--- src/rtl/uart_rx_fifo.sv ---
// uart_rx_fifo: UART receiver (16x oversampled, optional even parity) feeding a small FWFT receive FIFO.
// Ports:
//   clk, rst_n        system clock, asynchronous active-low reset
//   i_rxd             serial input, idle high, asynchronous to clk
//   i_ctrl_rxen       receiver enable; low aborts any frame in progress
//   i_ctrl_baud       selects BAUD_DIV0..3 as clocks per oversample tick
//   i_lp_en, i_lp_div low-power override, tick period = i_lp_div+1 clocks
//   i_pop             one-cycle pop of the head entry
//   o_rx_data/ferr/perr  head entry, zero while empty
//   o_rx_empty        FIFO empty
//   o_rx_busy         frame reception in progress
//   o_rx_irq          pulse on each accepted push
//   o_rx_ovf          pulse when a completed frame is dropped on a full FIFO
module uart_rx_fifo #(
    parameter int BAUD_DIV0  = 4,
    parameter int BAUD_DIV1  = 8,
    parameter int BAUD_DIV2  = 16,
    parameter int BAUD_DIV3  = 32,
    parameter int PARITY_EN  = 1,
    parameter int FIFO_DEPTH = 4
) (
    input  logic       clk,
    input  logic       rst_n,
    input  logic       i_rxd,
    input  logic       i_ctrl_rxen,
    input  logic [1:0] i_ctrl_baud,
    input  logic       i_lp_en,
    input  logic [7:0] i_lp_div,
    input  logic       i_pop,
    output logic [7:0] o_rx_data,
    output logic       o_rx_ferr,
    output logic       o_rx_perr,
    output logic       o_rx_empty,
    output logic       o_rx_busy,
    output logic       o_rx_irq,
    output logic       o_rx_ovf
);
    localparam int AW = $clog2(FIFO_DEPTH);
    typedef enum logic [2:0] {IDLE, START, DATA, PARITY, STOP} state_t;
    state_t      r_state, w_next;
    logic        r_sync1, r_sync2, r_prev;
    logic [15:0] r_div, r_tcnt, w_div_sel;
    logic [3:0]  r_oc;
    logic [2:0]  r_bit;
    logic [7:0]  r_shift;
    logic        r_ferr, r_perr, r_push;
    logic        w_start, w_tick, w_samp, w_end;
    logic [9:0]  r_mem [FIFO_DEPTH];
    logic [AW:0] r_wptr, r_rptr;
    logic        w_empty, w_full, w_rd, w_wr;
    // r_prev is the one-cycle-delayed synchronised line, used only for edge detection
    always_ff @(posedge clk or negedge rst_n)
        if (!rst_n) {r_sync1, r_sync2, r_prev} <= 3'b111;
        else        {r_sync1, r_sync2, r_prev} <= {i_rxd, r_sync1, r_sync2};
    always_comb begin
        w_div_sel = i_lp_en ? 16'(i_lp_div) + 16'd1 :
                    i_ctrl_baud == 2'd0 ? 16'(BAUD_DIV0) :
                    i_ctrl_baud == 2'd1 ? 16'(BAUD_DIV1) :
                    i_ctrl_baud == 2'd2 ? 16'(BAUD_DIV2) : 16'(BAUD_DIV3);
    end
    assign w_start = (r_state == IDLE) && i_ctrl_rxen && r_prev && !r_sync2;
    assign w_tick  = (r_state != IDLE) && (r_tcnt == r_div - 16'd1);
    assign w_samp  = w_tick && (r_oc == 4'd7);
    assign w_end   = w_tick && (r_oc == 4'd15);
    always_ff @(posedge clk or negedge rst_n)
        if (!rst_n) r_state <= IDLE;
        else        r_state <= w_next;
    always_comb begin
        w_next = r_state;
        if (!i_ctrl_rxen) w_next = IDLE;
        else
            case (r_state)
                IDLE:    w_next = w_start ? START : IDLE;
                START:   w_next = (w_samp && r_sync2) ? IDLE : w_end ? DATA : START;
                DATA:    w_next = (w_end && r_bit == 3'd7) ? ((PARITY_EN != 0) ? PARITY : STOP) : DATA;
                PARITY:  w_next = w_end ? STOP : PARITY;
                STOP:    w_next = w_samp ? IDLE : STOP;
                default: w_next = IDLE;
            endcase
    end
    // The frame is pushed the clock after the stop-bit sample; the rest of the stop bit is not waited for.
    always_ff @(posedge clk or negedge rst_n)
        if (!rst_n) begin
            r_div   <= 16'd1;
            r_tcnt  <= '0;
            r_oc    <= '0;
            r_bit   <= '0;
            r_shift <= '0;
            r_ferr  <= 1'b0;
            r_perr  <= 1'b0;
            r_push  <= 1'b0;
        end else begin
            r_push <= i_ctrl_rxen && (r_state == STOP) && w_samp;
            if (w_start) begin
                r_div  <= w_div_sel;
                r_tcnt <= '0;
                r_oc   <= '0;
                r_bit  <= '0;
                r_perr <= 1'b0;
            end else if (r_state != IDLE) begin
                r_tcnt <= w_tick ? '0 : r_tcnt + 16'd1;
                if (w_tick) r_oc <= r_oc + 4'd1;
            end
            if (r_state == DATA && w_samp)   r_shift <= {r_sync2, r_shift[7:1]};
            if (r_state == DATA && w_end)    r_bit   <= r_bit + 3'd1;
            if (r_state == PARITY && w_samp) r_perr  <= r_sync2 ^ (^r_shift);
            if (r_state == STOP && w_samp)   r_ferr  <= ~r_sync2;
        end
    assign w_empty = r_wptr == r_rptr;
    assign w_full  = (r_wptr[AW] != r_rptr[AW]) && (r_wptr[AW-1:0] == r_rptr[AW-1:0]);
    assign w_rd    = i_pop && !w_empty;
    // A pop in the same cycle frees the slot, so a push onto a full FIFO is still accepted.
    assign w_wr    = r_push && (!w_full || w_rd);
    always_ff @(posedge clk or negedge rst_n)
        if (!rst_n) begin
            r_wptr <= '0;
            r_rptr <= '0;
        end else begin
            if (w_wr) r_wptr <= r_wptr + 1'b1;
            if (w_rd) r_rptr <= r_rptr + 1'b1;
        end
    always_ff @(posedge clk)
        if (w_wr) r_mem[r_wptr[AW-1:0]] <= {r_perr, r_ferr, r_shift};
    assign {o_rx_perr, o_rx_ferr, o_rx_data} = w_empty ? 10'd0 : r_mem[r_rptr[AW-1:0]];
    assign o_rx_empty = w_empty;
    assign o_rx_busy  = r_state != IDLE;
    assign o_rx_irq   = w_wr;
    assign o_rx_ovf   = r_push && w_full && !w_rd;
endmodule
--- config.mk ---
export PLATFORM = sky130hd
export DESIGN_NAME = uart_rx_fifo
export DESIGN_NICKNAME = d
export VERILOG_FILES = /design/src/rtl/uart_rx_fifo.sv
export SDC_FILE = /design/constraint.sdc
export NUM_CORES = 1
export LEC_CHECK = 0
export CORE_MARGIN = 10
export CORE_UTILIZATION = 50
export CTS_CLUSTER_DIAMETER = 30
export CTS_CLUSTER_SIZE = 16
export DETAILED_ROUTE_END_ITERATION = 10
export GPL_ROUTABILITY_DRIVEN = 0
export MAX_ROUTING_LAYER = met4
export PLACE_DENSITY = 0.69
export SETUP_SLACK_MARGIN = 0.4
export SLEW_MARGIN = 20
export SYNTH_ARGS = -nofsm -noshare
export SYNTH_HDL_FRONTEND = slang
export SYNTH_SLANG_ARGS = --single-unit
--- constraint.sdc ---
create_clock -name clk -period 3.6 [get_ports clk]
set_input_delay 0.36 -clock clk [delete_from_list [all_inputs] [get_ports clk]]
set_output_delay 0.36 -clock clk [all_outputs]
set_load 0.02 [all_outputs]
==> impl_metrics.toml, run 1 <==
[timing]
grt_setup_unrepaired = "no"
layout_min_cycle_time_ns = 3.00
slew_headroom_pct = 58.4
worstMarginPinSlew_ns = 0.624
maxSlewViolCount = 0
hold_viol_final = 0
finalCritPeriodShare_pct = 83.3
fmax_ghz = 0.333
setup_viol = 0
fin_setup_tns_ns = 0
clock_skew_ns = 0.0123

[worst_hold_path]
min_path_type = "reg2reg"

[clock_tree]
clkTransAtPathRegs_ns = 0.10
cts_tree = "built"
numCtsBuffers = 9
clk-insertion-delay-late_ns = 0.36
cts_buffer_depth = 2
cts-root-buf = "clkbuf_8"
cts.sinks = 95
htree_levels = 3

[setup_path]
timing.rr.end = "r_bit[1]"
regToRegSetupSlack_ns = 0.60
setup.worst_path.class = "reg2reg"
slowest_stage = "or4_4"
end_kind = "register"
arrival_ns = 3.28
critPathTopFamily = "simple AND/OR/NAND/NOR gates"
r2r_cells = 8
cpPeakStageDelay_ns = 0.58
critPathBufInv = 1
crit_required_ns = 3.88
cp-startpoint = "r_div[1]"
start_kind = "register"
crit_path_max_fanout = 10
path_depth = 8
r2r_start = "r_div[1]"
path_cells = "inv_1 -> ha_1 -> or3b_2 -> o21a_1 -> o311ai_4 -> o21ai_2 -> or4_4 -> mux2i_1"
cp-endpoint = "r_bit[1]"

[power_and_ir_drop]
switching_share_pct = 28.5
p_sw_uw = 722
seqPwrFrac_pct = 49.6
p_int_mw = 1.81
power.leakage_nw = 2.23
combPwrFrac_pct = 18.7
power_density_mw_per_mm2 = 464
clkPwrFrac_pct = 31.7
irDropWorstVdd_mv = 0.204

[global_routing]
grt_max_degree = 34
grt_usage_pct = 13.8
antenna_found_initial = 0
overflow = 0
grt_pass1_wl_mm = 15.6
grt_pass1_vias = 3097

[synthesis]
synth_edf_count = 40
synth-seq-area-share_pct = 54.1
yosys-top-cells-area = "dfrtp_1 27%, edfxtp_1 25%, xnor2_1 5.1%"
synthesis.instances = 403
yosys.area.top_type = "dfrtp_1"
avgSynthCellArea_um2 = 11.8
yosysWarnings = 0
mappedNetlistArea_mm2 = 0.00477
synth_top_flop_cell = "dfrtp_1"
synth_seq_cells = 95
synth_top_area_share_pct = 26.8
synth_common_cells = "51 x dfrtp_1, 40 x edfxtp_1, 33 x nor2_1"
synth_most_common_cell = "dfrtp_1"
synth_async_sr_flop_share_pct = 57.9
syn-num-nets = 430
synth_cell_type_count = 57

[route]
drc = 0
drt_pass1_iterations = 4
ant_nets = 0
vias = 3106
wl_per_cell_um = 15.9
drtIter0Drc = 188
via_per_inst = 5.45
routed_wl_mm = 9.06

[finish]
final_area_mm2 = 0.00546
antenna_cells = 0
num-fill-cells = 778
finalNetCount = 463
drive_gt1_share_pct = 13.2
syn2layout_area_growth_pct = 14.5

[job]
cap_violations = 0

[placed_design]
dp_hpwl_mm = 6.43
io_buffers = 29
place_area_mm2 = 0.00518

[floorplan]
rows = 35
io_pins = 30
core_mm2 = 0.00928
die_w_um = 118
die-area_mm2 = 0.0138
die_y_um = 118
initial_core_util_pct = 51.4

[outcome]
outcome = "finished, final reports clean"
## worst min path at each step
stage | from | end | slack [ns] | cells after the start
floorplan | rst_n | r_bit[0] | 0.06 | 0
global placement | r_sync1 | r_sync2 | 0.35 | 0
detailed placement | r_sync1 | r_sync2 | 0.35 | 0
CTS | r_sync1 | r_sync2 | 0.36 | 0
global route | r_sync1 | r_sync2 | 0.36 | 0
finish | r_sync1 | r_sync2 | 0.36 | 0
## stage by stage
step | setup WS, ns | util [%] | cells | total power [mW] | hold WS (ns)
floorplan | 0.722 | - | 403 | 1.61 | 0.0644
global placement | 0.608 | 55.8 | 553 | 1.74 | 0.346
detailed placement | 0.415 | 55.8 | 553 | 1.75 | 0.347
CTS | 0.464 | 58.5 | 570 | 2.56 | 0.362
global route | 0.431 | 58.8 | 570 | 2.66 | 0.363
finish | 0.600 | 58.8 | 570 | 2.53 | 0.364
## final cells by class
cell class	instances	area (µm²)	share of cell area (%)
clock buffers	9	124	2.27
well taps	129	161	2.96
flip-flops and latches	95	2580	47.3
repair buffers	35	333	6.10
clock inverters	7	113	2.06
multi-input cells	284	2110	38.6
inverters	11	41.3	0.756
## power by group through the flow
stage	Clock (mW)	Combinational, mW	Sequential [mW]
floorplan	0	0.376	1.23
global placement	0	0.465	1.28
detailed placement	0	0.474	1.28
CTS	0.825	0.478	1.26
global route	0.865	0.528	1.27
finish	0.803	0.472	1.26
## repair_timing
action | 4_1_cts | 5_1_grt
hold buffers | 1 | 0
buffers inserted | 0 | 0
endpoints found under the setup margin | 8 | 10
hold endpoints to repair | 21 | 0
resized for setup | 1 | 4
## metal layers
metal  GRT usage (%)  part of all wire [%]  vias to the layer above
met2            20.7                    46                       57
met5               -                     0                        -
met1            18.3                    49                     1514
met4            3.55                   1.1                        0
met3            3.55                   3.6                        7
li1                -                     -                     1528
## layout by cell type (no fill, tap or decap), drive strengths merged, types with 14 or more instances in the layout
| cell type | Yosys | final |
|---|---|---|
| o21ai | 14 | 14 |
| dfrtp | 51 | 51 |
| nand2 | 31 | 31 |
| edfxtp | 40 | 40 |
| nor2 | 33 | 33 |
| xnor2 | 28 | 28 |
| xor2 | 18 | 18 |
| nor2b | 14 | 14 |
| clkdlybuf4s50 | 0 | 28 |
| inv | 11 | 14 |
## sequential cells by signal, summed over array words and instances (netlist names)
register,count
r_state,3
r_mem,40
r_sync1,1
r_bit,3
r_wptr,3
r_div,9
r_sync2,1
r_oc,4
r_push,1
r_shift,8
r_ferr,1
r_perr,1
r_tcnt,16
r_prev,1
r_rptr,3
## worst register-to-register path, stage by stage (launching register included)
cell      delay, ns
dfrtp_1        0.44
inv_1          0.10
ha_1           0.23
or3b_2         0.55
o21a_1         0.24
o311ai_4       0.37
o21ai_2        0.22
or4_4          0.58
mux2i_1        0.18
## cells by family after synthesis
logic type / Yosys count / share of synthesized area [%]
AO/OA/AOI/OAI: 45 / 6.19
multiplexers: 26 / 8.31
XOR/XNOR: 46 / 8.44
buffers and inverters: 24 / 2.39
flip-flops: 95 / 54.1
adder cells (fa/ha/maj): 11 / 2.88
AND/OR/NAND/NOR: 156 / 17.7
Power figures use the tool's default switching activity.
==> run 2: changes to the inputs <==
clock period = 2.9 ns   (was 3.6 ns; I/O delays follow)
==> impl_metrics.toml, run 2 (synthesis gave the netlist of run 1 again) <==
[outcome]
outcome = "finished, final reports clean"

[clock_tree]
htree_levels = 3
cts.sinks = 95
cts-root-buf = "clkbuf_8"
cts_buffer_depth = 2
clk-insertion-delay-late_ns = 0.37
cts_tree = "built"
clkTransAtPathRegs_ns = 0.09
numCtsBuffers = 9

[setup_path]
r2r_cells = 8
start_kind = "register"
crit_path_max_fanout = 7
timing.rr.end = "r_tcnt[15]"
r2r_start = "r_div[7]"
cp-startpoint = "r_div[7]"
setup.worst_path.class = "reg2reg"
arrival_ns = 2.88
regToRegSetupSlack_ns = 0.28
crit_required_ns = 3.16
end_kind = "register"

[worst_hold_path]
min_path_cells = 1
min_to = "r_sync1"
min-delay-start = "i_rxd"
min_path_type = "in2reg"

[power_and_ir_drop]
irDropWorstVdd_mv = 0.438
power.leakage_nw = 2.46
power_density_mw_per_mm2 = 547

[placed_design]
place_area_mm2 = 0.00529
io_buffers = 29
dp_hpwl_mm = 6.76
preCtsSetupSlack_ns = 0.161

[route]
drtIter0Drc = 211
wl_per_cell_um = 16.7
vias = 3317
drc = 0
ant_nets = 0
drt_pass1_iterations = 5
routed_wl_mm = 9.96
via_per_inst = 5.57

[timing]
fmax_ghz = 0.381
worstMarginPinSlew_ns = 0.616
slew_headroom_pct = 58.9
holdWs_ns = 0.320
clock_skew_ns = 0.0114
setup_slack_ns = 0.277
hold_viol_final = 0
finalCritPeriodShare_pct = 90.4
maxSlewViolCount = 0
layout_min_cycle_time_ns = 2.62
setup_viol = 0
fin_setup_tns_ns = 0
grt_setup_unrepaired = "yes"

[floorplan]
die-area_mm2 = 0.0138
io_pins = 30
core_mm2 = 0.00928
rows = 35
die_y_um = 118
die_w_um = 118
initial_core_util_pct = 51.4

[finish]
syn2layout_area_growth_pct = 22.8
layout.cells.most_common_list = "48 x dfrtp_1, 40 x edfxtp_1, 31 x nand2_1, 28 x xnor2_1, 25 x buf_4"
finalNetCount = 488
layout_commonest_cell = "dfrtp_1"
drive_gt1_share_pct = 24.2
antenna_cells = 0
largest_reg_flops = 40
final_area_mm2 = 0.00586
num-fill-cells = 752

[job]
cap_violations = 0

[global_routing]
grt_pass1_vias = 3250
grt_max_degree = 33
grt_pass1_wl_mm = 16.3
grt_usage_pct = 14.6
antenna_found_initial = 0
overflow = 0
[run 2: final cells by class]
type,instances,area [µm²],area share [%]
clock buffer,10,128,2.18
clock inverter,6,67.6,1.15
inverter,11,43.8,0.747
multi-input combinational,284,2300,39.2
sequential,95,2590,44.1
tap,129,161,2.75
timing repair buffer,60,577,9.84
[run 2: metrics by stage]
stage,util (%),std cells,power (mW)
after CTS,61.1,591,3.19
after floorplan,-,403,2.03
final,63.1,595,3.20
after detailed placement,57.0,557,2.23
after global routing,63.1,595,3.37
after global placement,57.0,557,2.22
[run 2: metal layers]
| metal | share of wire [%] | GRT usage (%) |
|---|---|---|
| met1 | 46 | 19.3 |
| met2 | 47 | 22.1 |
| met3 | 4.9 | 3.02 |
| met4 | 1.8 | 4.71 |
| met5 | 0 | - |
[run 2: worst max path at each step]
stage                       endpoint  slack, ns  cells after the start
after floorplan              r_oc[2]       0.26                     10
after global placement      r_bit[1]       0.23                      8
after detailed placement    r_bit[1]       0.16                      8
after CTS                   r_bit[1]       0.31                      6
after global routing      r_tcnt[13]       0.18                     10
final                     r_tcnt[15]       0.28                      8
[run 2: critical path: stages, from the launching register on]
cell	delay, ns
dfrtp_1	0.41
or4_4	0.58
nor4_4	0.29
o2111ai_2	0.16
or3_4	0.46
buf_6	0.15
o21ai_4	0.22
buf_6	0.19
nor2_2	0.05
[run 2: where the power goes]
group | internal [mW] | total, mW | switching (mW) | leakage, nW
clock network | 0.404 | 0.877 | 0.473 | 0.0949
logic | 0.404 | 0.795 | 0.391 | 1.21
registers | 1.46 | 1.53 | 0.0773 | 1.16
[run 2: timing repair]
action	CTS	global route
setup endpoints to repair	43	50
gates resized for setup	15	46
gates cloned	0	1
pin swaps	7	15
hold buffers	1	0
endpoints found under the hold margin	22	0
setup buffers	17	3
==> run 3: changes to the inputs <==
SLEW_MARGIN = not set   (was 20)
clock period = 3.3 ns   (was 2.9 ns; I/O delays follow)
==> impl_metrics.toml, run 3 (synthesis gave the netlist of run 1 again) <==
[worst_hold_path]
min_path_type = "in2async"

[setup_path]
setup.worst_path.class = "reg2reg"
regToRegSetupSlack_ns = 0.49
crit_required_ns = 3.55
crit_path_max_fanout = 12
arrival_ns = 3.06
r2r_cells = 6
start_kind = "register"
end_kind = "register"

[finish]
final_area_mm2 = 0.00546
largest_reg_flops = 40
syn2layout_area_growth_pct = 14.5
antenna_cells = 0
stdcell_count = 572
layout_commonest_cell = "dfrtp_1"
layout.cells.most_common_list = "48 x dfrtp_1, 40 x edfxtp_1, 33 x nor2_1, 31 x nand2_1"
finalNetCount = 465
utilization_pct = 58.9
drive_gt1_share_pct = 14.9

[placed_design]
dp.cells = 554
dp_hpwl_mm = 6.80
io_buffers = 29
preCtsSetupSlack_ns = 0.305
place_area_mm2 = 0.00519

[floorplan]
rows = 35
die_w_um = 118
die_y_um = 118
io_pins = 30
core_mm2 = 0.00928
die-area_mm2 = 0.0138
initial_core_util_pct = 51.4

[route]
via_per_inst = 5.53
drt_pass1_iterations = 4
wl_per_cell_um = 16.5
drc = 0
drtIter0Drc = 123
routed_wl_mm = 9.42
ant_nets = 0
vias = 3161

[timing]
layout_min_cycle_time_ns = 2.81
fin_setup_tns_ns = 0
grt_setup_unrepaired = "yes"
maxSlewViolCount = 0
setup_viol = 0
setup_slack_ns = 0.489
clock_skew_ns = 0.0153
fmax_ghz = 0.356
hold_viol_final = 0
worstMarginPinSlew_ns = 0.915
slew_headroom_pct = 39.0
finalCritPeriodShare_pct = 85.2

[clock_tree]
cts.sinks = 95
clkTransAtPathRegs_ns = 0.10
cts-root-buf = "clkbuf_8"
cts_buffer_depth = 2
hold_buffers = 0
clk-insertion-delay-late_ns = 0.36
htree_levels = 3
cts_tree = "built"
numCtsBuffers = 9

[global_routing]
antenna_found_initial = 0
overflow = 0
grt_max_degree = 42
grt_pass1_wl_mm = 16.4
grt_pass1_vias = 3266
grt_usage_pct = 14.5

[outcome]
outcome = "finished, final reports clean"

[job]
cap_violations = 0

[power_and_ir_drop]
power.leakage_nw = 2.22
power_density_mw_per_mm2 = 489
irDropWorstVdd_mv = 0.252
## run 3: changes by cell type in the layout (fill, tap and decap cells not counted), sizes merged
cell,change
buf,-22
clkdlybuf4s50,+8
dlymetal6s2s,-8
inv,+2
bufinv,-1
clkbuf,-1
clkinv,-1
clkinvlp,+1
dlygate4sd3,-1
## run 3: path summary, 6_finish.rpt
kind / start / endpoint
max in group asynchronous: rst_n / r_div[0]
max: r_div[4] / r_bit[1]
max reg2reg: r_div[4] / r_bit[1]
min in group clk: r_sync1 / r_sync2
min: rst_n / r_rptr[2]
min reg2reg: r_sync1 / r_sync2
## run 3: per-stage QoR
step                      hold WS, ns  power (mW)
after detailed placement        0.347        1.92
after global placement          0.347        1.90
after global routing            0.162        2.81
final                          0.0966        2.67
after floorplan                0.0344        1.76
after CTS                       0.126        2.68
## run 3: where the power goes
part	leakage, nW	total, mW	switching [mW]	internal (mW)
Clock	0.0946	0.756	0.457	0.299
Sequential	1.16	1.40	0.122	1.28
Combinational	0.968	0.513	0.251	0.262
Total	2.22	2.67	0.830	1.84
## run 3: critical path, cell delays in order, from the launching register on
cell and delay [ns]:
dfrtp_1 0.47, or4_4 0.63, nor4_2 0.26, o2111ai_2 0.19
or3_4 0.48, or4_4 0.53, mux2i_1 0.14
## run 3: repair_timing
action	CTS	global route
endpoints found under the setup margin	13	28
resized for setup	5	10
buffers inserted	0	2
pin swaps	1	2
## run 3: area by class of cell
cell class                      count  area, µm²
Clock buffer                        9        124
Clock inverter                      7       73.8
Fill cell                         805       3820
Inverter                           11       41.3
Multi-Input combinational cell    284       2130
Sequential cell                    95       2590
Tap cell                          129        161
Timing Repair Buffer               37        345
## run 3: metal layers
layer  wire length [µm]  part of all wire (%)  up-vias  track usage [%]
met5                  0                     0        -                -
li1                   -                     -     1529                -
met3                413                   4.4       10             2.93
met1               4470                    47     1543             18.7
met2               4400                    47       79             22.0
met4                146                   1.5        0             5.80
